**config.mk**
```make
export PLATFORM = sky130hd
export DESIGN_NAME = data_unshuffler3
export DESIGN_NICKNAME = d
export VERILOG_FILES = /design/src/rtl/data_unshuffler3.sv
export SDC_FILE = /design/constraint.sdc
export NUM_CORES = 1
export LEC_CHECK = 0
export ABC_AREA = 1
export ABC_CLOCK_PERIOD_IN_PS = 35800
export CAP_MARGIN = 20
export CORE_ASPECT_RATIO = 1.4
export CORE_MARGIN = 5
export CORE_UTILIZATION = 40
export DETAILED_ROUTE_END_ITERATION = 8
export SYNTH_ARGS = -nofsm -noshare
export SYNTH_HDL_FRONTEND = slang
export SYNTH_SLANG_ARGS = --single-unit
```
**constraint.sdc**
```tcl
create_clock -name clk -period 35.8 [get_ports clk]
set_input_delay 5.37 -clock clk [delete_from_list [all_inputs] [get_ports clk]]
set_output_delay 5.37 -clock clk [all_outputs]
set_load 0.02 [all_outputs]
```
**src/rtl/data_unshuffler3.sv**
```systemverilog
// 3-parallel delay-commutator un-shuffler: 3x3 transpose of D-beat segments, latency 2*D accepted beats.
// in_valid=0 freezes every register; b0..b2 hold and out_valid/out_sop drop for that cycle.
module data_unshuffler3 #(
  parameter int W = 32,
  parameter int D = 4
) (
  input  logic         clk,
  input  logic         rst,
  input  logic         in_valid,
  input  logic         in_sop,
  input  logic [W-1:0] a0,
  input  logic [W-1:0] a1,
  input  logic [W-1:0] a2,
  output logic         out_valid,
  output logic         out_sop,
  output logic [W-1:0] b0,
  output logic [W-1:0] b1,
  output logic [W-1:0] b2
);

  localparam int BW = (D > 1) ? $clog2(D) : 1;
  localparam int FW = $clog2(2 * D + 1);
  localparam int L2 = 2 * D;

  logic [BW-1:0] r_beat_cnt;
  logic [1:0]    r_seg_cnt;
  logic [FW-1:0] r_fill_cnt;
  logic [W-1:0]  r_pre1  [D];
  logic [W-1:0]  r_pre2  [L2];
  logic [W-1:0]  r_post0 [L2];
  logic [W-1:0]  r_post1 [D];
  logic [L2-1:0] r_sop_dly;

  logic [BW-1:0] w_beat;
  logic [1:0]    w_seg;
  logic          w_fill_full;
  logic [W-1:0]  w_y0, w_y1, w_y2;
  logic [W-1:0]  w_z0, w_z1, w_z2;

  // in_sop pins the current beat to beat 0 of segment 0 before the counters are consulted
  always_comb begin
    w_beat      = in_sop ? '0 : r_beat_cnt;
    w_seg       = in_sop ? 2'd0 : r_seg_cnt;
    w_fill_full = (r_fill_cnt == FW'(L2));
    w_y0        = a0;
    w_y1        = r_pre1[D-1];
    w_y2        = r_pre2[L2-1];
  end

  always_comb begin
    w_z0 = w_y0;
    w_z1 = w_y2;
    w_z2 = w_y1;
    case (w_seg)
      2'd1: begin
        w_z0 = w_y1;
        w_z1 = w_y0;
        w_z2 = w_y2;
      end
      2'd2: begin
        w_z0 = w_y2;
        w_z1 = w_y1;
        w_z2 = w_y0;
      end
      default: begin
        w_z0 = w_y0;
        w_z1 = w_y2;
        w_z2 = w_y1;
      end
    endcase
  end

  always_ff @(negedge clk or posedge rst) begin
    if (rst) begin
      r_beat_cnt <= '0;
      r_seg_cnt  <= 2'd0;
      r_fill_cnt <= '0;
    end else if (in_valid) begin
      if (w_beat == BW'(D - 1)) begin
        r_beat_cnt <= '0;
        r_seg_cnt  <= (w_seg == 2'd2) ? 2'd0 : w_seg + 2'd1;
      end else begin
        r_beat_cnt <= w_beat + BW'(1);
        r_seg_cnt  <= w_seg;
      end
      if (!w_fill_full) r_fill_cnt <= r_fill_cnt + FW'(1);
    end
  end

  always_ff @(negedge clk or posedge rst) begin
    if (rst) begin
      for (int i = 0; i < D; i++) begin
        r_pre1[i]  <= '0;
        r_post1[i] <= '0;
      end
      for (int i = 0; i < L2; i++) begin
        r_pre2[i]  <= '0;
        r_post0[i] <= '0;
      end
      r_sop_dly <= '0;
    end else if (in_valid) begin
      r_pre1[0]  <= a1;
      r_post1[0] <= w_z1;
      for (int i = 1; i < D; i++) begin
        r_pre1[i]  <= r_pre1[i-1];
        r_post1[i] <= r_post1[i-1];
      end
      r_pre2[0]  <= a2;
      r_post0[0] <= w_z0;
      for (int i = 1; i < L2; i++) begin
        r_pre2[i]  <= r_pre2[i-1];
        r_post0[i] <= r_post0[i-1];
      end
      r_sop_dly <= {r_sop_dly[L2-2:0], in_sop};
    end
  end

  always_ff @(negedge clk or posedge rst) begin
    if (rst) begin
      b0        <= '0;
      b1        <= '0;
      b2        <= '0;
      out_valid <= 1'b0;
      out_sop   <= 1'b0;
    end else if (in_valid) begin
      b0        <= r_post0[L2-1];
      b1        <= r_post1[D-1];
      b2        <= w_z2;
      out_valid <= w_fill_full;
      out_sop   <= r_sop_dly[L2-1] & w_fill_full;
    end else begin
      out_valid <= 1'b0;
      out_sop   <= 1'b0;
    end
  end

endmodule
```
==> flow_summary.json, run 1 <==
{
  "outcome": "finished, final reports clean",
  "finalPower_mw": 2.51,
  "hold_viol_final": 0,
  "floorplan.die.width_um": 259,
  "setup_total_negative_slack_ns": 0,
  "timing.setup.critical_path_class": "input pin to flip-flop",
  "via_count_of_the_first_global_routing_pass": 23500,
  "grt_start_max_net_pins": 312,
  "count_of_endpoints_failing_setup_in_the_final_report": 0,
  "tightestPinTransition_ns": 1.12,
  "slew-limit-headroom_pct": 25.2,
  "end_kind": "flip-flop",
  "finClkSkew_ns": 0.0129,
  "nNetsFinal": 4079,
  "cts.sinks": 882,
  "die_height_um": 359,
  "worstSkewPairLatency_ns": 0.61,
  "hold_class": "flip-flop to flip-flop",
  "groute.layer.met1.usage_pct": 24.0,
  "tritoncts": "built",
  "drive_above_1_share_pct": 4.12,
  "route.antenna.remaining_nets": 0,
  "floorplan.core_area_mm2": 0.0866,
  "mappedNetlistNets": 4004,
  "hold_slack_ns": 0.416,
  "cp_data_required_time_ns": 18.29,
  "detailedRoute.firstIterationViolations": 1939,
  "gp_congestion": 0.772,
  "die_area_mm2": 0.0930,
  "ctsHtreeMaxLevel": 3,
  "grt_first_pass_wirelength_um": 131000,
  "worst_path_max_delay_cell": "sky130_fd_sc_hd__buf_4",
  "max_cap_viol_count": 0,
  "cp-start-kind": "input pin",
  "ios": 198,
  "ys_top_cells_by_area": "sky130_fd_sc_hd__dfrtn_1 (63%), sky130_fd_sc_hd__nand2_1 (16%), sky130_fd_sc_hd__o21ai_0 (9.9%)",
  "yosysWarningCount": 0,
  "via_count": 24300,
  "path_cells": "buf_8, buf_12, buf_4, buf_4, o21ai_0",
  "cts_root_buffer": "sky130_fd_sc_hd__clkbuf_16",
  "drc_violation_count_after_routing": 0,
  "post_cts.resized_instances": 0,
  "ctsLongestPathBuffers": 3,
  "static-leakage-power_nw": 18.9,
  "ys_seq_area_share_pct": 63.5,
  "critical_path.max_fanout": 198,
  "cp_data_arrival_time_ns": 8.72,
  "synthesis.area_per_instance_um2": 8.92,
  "rsz0062_at_grt": "false",
  "critPathMostFrequentCell": "sky130_fd_sc_hd__buf_4",
  "critPathMaxStageDelay_ns": 0.87,
  "syn-cell-area_mm2": 0.0348,
  "n_fill_cell": 8331,
  "global_route.usage.met2_pct": 27.8,
  "synth.ff_latch_count": 882,
  "initial_utilization_pct": 40.1,
  "placementRows": 128,
  "synth_top_area_share_pct": 63.5,
  "met3_usage_pct": 3.85,
  "finalInstanceArea_mm2": 0.0402,
  "dr.pass1.iters": 5,
  "detailedPlacementHpwl_um": 51400,
  "routed_wirelength_um": 81200,
  "cts_made_buffers": 87,
  "vias_per_cell": 4.65,
  "fin_util_pct": 46.4,
  "detailedPlace.worstSlack_ns": 8.89,
  "number_of_antenna_violations_at_the_first_check_in_global_routing": 26,
  "worst_path_dominant_cell_family": "buffers and inverters",
  "slew_viol_final": 0,
  "post_cts.repair.setup_buffers": 0,
  "cts_hold_buf": 0,
  "placement.io_buffers": 197,
  "syn2layout_area_growth_pct": 15.7,
  "worstPathBufferInverterCount": 4,
  "globalRoute.totalOverflow": 0,
  "avgRoutedWirePerCell_um": 15.6,
  "grt_most_used_layer": "met2",
  "cts.clk_slew.worst_paths_ns": 0.04,
  "netlist-cell-type-count": 14,
  "vdd_drop_max_mv": 0.0444,
  "layoutNonFillerInstCount": 5214,
  "dp.cells": 5052,
  "post_dp_cell_area_mm2": 0.0374,
  "syn-instance-count": 3897,
  "setup_ws_ns": 9.57,
  "post-synth-top-area-cell": "sky130_fd_sc_hd__dfrtn_1",
  "track_usage_pct": 17.5,
  "cellPowerDensity_mw_per_mm2": 62.5
}
[state kept, by name (all words and copies together), names as in the netlist]
| register | count |
|---|---|
| b2 | 32 |
| r_fill_cnt | 4 |
| b1 | 32 |
| w_y2 | 32 |
| w_y1 | 32 |
| r_post0 | 256 |
| r_seg_cnt | 2 |
| r_beat_cnt | 2 |
| out_sop | 1 |
| r_pre2 | 224 |
| r_pre1 | 96 |
| r_post1 | 128 |
| r_sop_dly | 8 |
| b0 | 32 |
| out_valid | 1 |
[layout make-up]
type	count	area, um2	share of cell area, %
Multi-Input combinational cell	2388	10100	25.2
Sequential cell	882	22100	54.9
Tap cell	1170	1460	3.64
Clock buffer	117	2460	6.12
Timing Repair Buffer	224	2240	5.56
Antenna cell	12	30.0	0.0746
Clock inverter	32	357	0.886
Inverter	389	1480	3.69
[kinds of logic (layout without fill, tap and decap cells)]
family / after synthesis / after routing / share of synthesized area, %
and+or+nand+nor: 1623 / 1623 / 17.9
DFF: 882 / 882 / 63.5
AOI/OAI and AO/OA: 758 / 758 / 10.9
buffers and inverters: 627 / 762 / 7.44
adders and majority gates: 7 / 7 / 0.252
other: 0 / 12 / 0
[placed cells by master, fill, tap and decap left out, drive strengths merged, types with 22 or more instances in the layout]
cell           Yosys  final
nand2           1446   1446
dfrtn            882    882
o21ai            690    690
inv              389    390
clkdlybuf4s50      0    196
clkbuf            99    117
nand3            102    102
nor2              73     73
a21oi             68     68
buf              139     28
clkinv             0     22
[layer usage]
layer  part of all wire [%]  vias to the layer above
met5                   0.16                        -
met4                    2.5                       20
met3                    5.4                      127
met2                     47                      405
met1                     45                    11400
li1                       -                    12300
[final timing paths]
path                               from           end  slack, ns  cells after the start
hold / removal              r_pre2[229]   r_pre2[229]       0.42                      2
setup reg to reg           r_seg_cnt[0]  r_post0[231]      32.63                      9
min in group asynchronous           rst  r_post0[100]      23.02                      2
hold reg to reg             r_pre2[229]   r_pre2[229]       0.42                      2
setup / recovery               in_valid    r_pre1[83]       9.57                      5
max in group asynchronous           rst    r_pre1[85]       9.73                      5
[report_power, final]
group	internal [mW]	total, mW	switching (mW)
combinational	0.127	0.354	0.227
clock	0.531	0.911	0.379
sequential	1.17	1.25	0.0773
[cells in the mapped netlist, drive strengths merged]
library cell	instances
nor3	2
inv	389
ha	7
clkbuf	99
a21oi	68
o21ai	690
dfrtn	882
buf	139
nand2	1446
nor2	73
nand3	102
[worst register-to-register path: cells and delay by family (launching register included)]
family                     cells  cell delay, ns
DFF                            1            0.36
adders and majority gates      1            0.91
buffers and inverters          3            1.20
and+or+nand+nor                5            0.57
(Power assumes the default switching activity.)
==> run 2, diff against run 1 <==
--- a/config.mk
+++ b/config.mk
@@ -6,7 +6,7 @@
 export NUM_CORES = 1
 export LEC_CHECK = 0
 export ABC_AREA = 1
-export ABC_CLOCK_PERIOD_IN_PS = 35800
+export ABC_CLOCK_PERIOD_IN_PS = 24500
 export CAP_MARGIN = 20
 export CORE_ASPECT_RATIO = 1.4
 export CORE_MARGIN = 5
==> constraint.sdc (replaced) <==
create_clock -name clk -period 24.5 [get_ports clk]
set_input_delay 3.675 -clock clk [delete_from_list [all_inputs] [get_ports clk]]
set_output_delay 3.675 -clock clk [all_outputs]
set_load 0.02 [all_outputs]
==> flow_summary.json, run 2 (same netlist as run 1, synthesis figures left out) <==
{
  "path_cells": "clkdlybuf4s50_1, inv_1, nand2_1, inv_1, ha_4, inv_4, buf_4, nor2_1, nor2_1, nand2_1, nand2_1",
  "worst_path_max_delay_cell": "sky130_fd_sc_hd__ha_4",
  "vdd_drop_max_mv": 0.0508,
  "share_comb_of_total_power_pct": 14.0,
  "cts_made_buffers": 90,
  "share_seq_of_total_power_pct": 49.4,
  "tritoncts": "built",
  "avgRoutedWirePerCell_um": 15.7,
  "globalRoute.totalOverflow": 0,
  "post_cts.resized_instances": 0,
  "route.antenna.remaining_nets": 0,
  "placementRows": 128,
  "gp_congestion": 0.778,
  "floorplan.core_area_mm2": 0.0866,
  "nNetsFinal": 4079,
  "cts_root_buffer": "sky130_fd_sc_hd__clkbuf_16",
  "grt_start_max_net_pins": 220,
  "cp_data_required_time_ns": 12.70,
  "vias_per_cell": 4.66,
  "most_frequent_standard_cell_in_the_layout_excluding_fill_and_tap_cells": "sky130_fd_sc_hd__nand2_1",
  "post_cts.repair.setup_buffers": 0,
  "dp.cells": 5048,
  "die_area_mm2": 0.0930,
  "outcome": "finished, final reports clean",
  "placement.io_buffers": 197,
  "cp_data_arrival_time_ns": 6.79,
  "fin_util_pct": 46.6,
  "routed_wirelength_um": 81700,
  "regMostFlops": "r_post0",
  "n_fill_cell": 8359,
  "ctsHtreeMaxLevel": 3,
  "rsz0062_at_grt": "false",
  "drc_violation_count_after_routing": 0,
  "slew_viol_final": 0,
  "drive_above_1_share_pct": 4.26,
  "via_count_of_the_first_global_routing_pass": 23800,
  "static-leakage-power_nw": 19.0,
  "internal_power_mw": 2.68,
  "sw_frac_of_total_pct": 27.5,
  "ios": 198,
  "detailedPlacementHpwl_um": 51100,
  "floorplan.die.width_um": 259,
  "die_height_um": 359,
  "hold_class": "flip-flop to flip-flop",
  "grt_first_pass_wirelength_um": 133000,
  "ctsLongestPathBuffers": 3,
  "switching_power_summed_over_all_nets_mw": 1.02,
  "finClkSkew_ns": 0.0220,
  "via_count": 24300,
  "hold_viol_final": 0,
  "worstSkewPairLatency_ns": 0.61,
  "timing.setup.critical_path_class": "input pin to flip-flop",
  "critPathMostFrequentCell": "sky130_fd_sc_hd__nand2_1",
  "detailedRoute.firstIterationViolations": 1843,
  "cp-start-kind": "input pin",
  "cts.sinks": 882,
  "top_regs": "r_post0 (256), r_pre2 (224), r_post1 (128)",
  "critical_path.max_fanout": 79,
  "finalPower_mw": 3.70,
  "number_of_antenna_violations_at_the_first_check_in_global_routing": 21,
  "cellPowerDensity_mw_per_mm2": 91.6,
  "track_usage_pct": 17.7,
  "critPathMaxStageDelay_ns": 0.87,
  "initial_utilization_pct": 40.1,
  "tightestPinTransition_ns": 1.13,
  "dr.pass1.iters": 5,
  "count_of_endpoints_failing_setup_in_the_final_report": 0,
  "slew-limit-headroom_pct": 24.5,
  "layout.cells.most_common_list": "sky130_fd_sc_hd__nand2_1 (1446), sky130_fd_sc_hd__dfrtn_1 (882), sky130_fd_sc_hd__o21ai_0 (690)",
  "layoutNonFillerInstCount": 5217,
  "cts.clk_slew.worst_paths_ns": 0.05,
  "end_kind": "flip-flop",
  "max_cap_viol_count": 0,
  "p_clk_share_pct": 36.6,
  "largest_register_ff_count": 256,
  "cts_hold_buf": 0,
  "syn2layout_area_growth_pct": 16.2
}
==> run 2: cell types whose count changed in the layout (fill, tap and decap cells not counted) <==
cell                         before  now
sky130_fd_sc_hd__clkbuf_8        11   22
sky130_fd_sc_hd__clkbuf_16       90   93
sky130_fd_sc_hd__buf_16           1    2
sky130_fd_sc_hd__inv_16           1    2
sky130_fd_sc_hd__bufinv_16        7    2
sky130_fd_sc_hd__clkinv_2        21   17
sky130_fd_sc_hd__clkbuf_1        16   18
sky130_fd_sc_hd__clkinvlp_4       2    4
sky130_fd_sc_hd__diode_2         12    7
sky130_fd_sc_hd__clkinv_8         1    2
sky130_fd_sc_hd__buf_12           3    7
sky130_fd_sc_hd__buf_4           23   15
==> run 2: final timing paths <==
| path | start | slack, ns | to | depth (start not counted) |
|---|---|---|---|---|
| setup / recovery | in_sop | 5.92 | r_post0[233] | 11 |
| hold / removal | r_post0[32] | 0.41 | r_post0[0] | 2 |
| setup reg to reg | r_seg_cnt[0] | 21.45 | r_post1[97] | 8 |
| hold reg to reg | r_post0[32] | 0.41 | r_post0[0] | 2 |
| max in group asynchronous | rst | 6.80 | r_pre1[90] | 4 |
| min in group asynchronous | rst | 15.58 | b0[14] | 2 |
==> run 2: per-layer routing <==
layer / global-route usage (%) / vias up / part of all wire, %
met3: 3.95 / 138 / 5.6
met1: 24.3 / 11500 / 45
met2: 28.4 / 404 / 47
met5: 0 / - / 0.22
met4: 5.39 / 26 / 2.5
li1: - / 12300 / -
==> run 2: per-stage QoR <==
step	setup TNS (ns)	worst slack, ns	hold slack, ns	cell area (um2)
finish	0	5.92	0.413	40400
global route	0	5.65	0.436	40400
CTS	0	5.93	0.418	40300
detailed placement	0	5.29	0.419	37400
global placement	0	5.32	0.414	37400
floorplan	-2830.75	-3.21	0.403	34800
==> run 2: cell type report <==
class	count	area [um2]	share of cell area (%)
antenna	7	17.5	0.0434
clock inverter	27	238	0.589
timing repair buffer	221	2280	5.66
clock buffer	133	2700	6.68
tap	1170	1460	3.62
sequential	882	22100	54.7
multi-input combinational	2388	10100	25.1
inverter	389	1480	3.67
==> run 2: critical path, delay by kind of cell <==
kind	cells	cell delay, ns
fa+ha+maj	1	0.87
buf+inv	5	1.63
simple gates	5	0.55
==> run 2: power by group through the flow <==
| stage | logic (mW) | clock network (mW) | registers, mW |
|---|---|---|---|
| final | 0.518 | 1.35 | 1.83 |
| after global placement | 0.517 | 0 | 1.85 |
| after floorplan | 0.304 | 0 | 1.86 |
| after detailed placement | 0.529 | 0 | 1.85 |
| after global routing | 0.600 | 1.45 | 1.86 |
| after CTS | 0.532 | 1.39 | 1.83 |
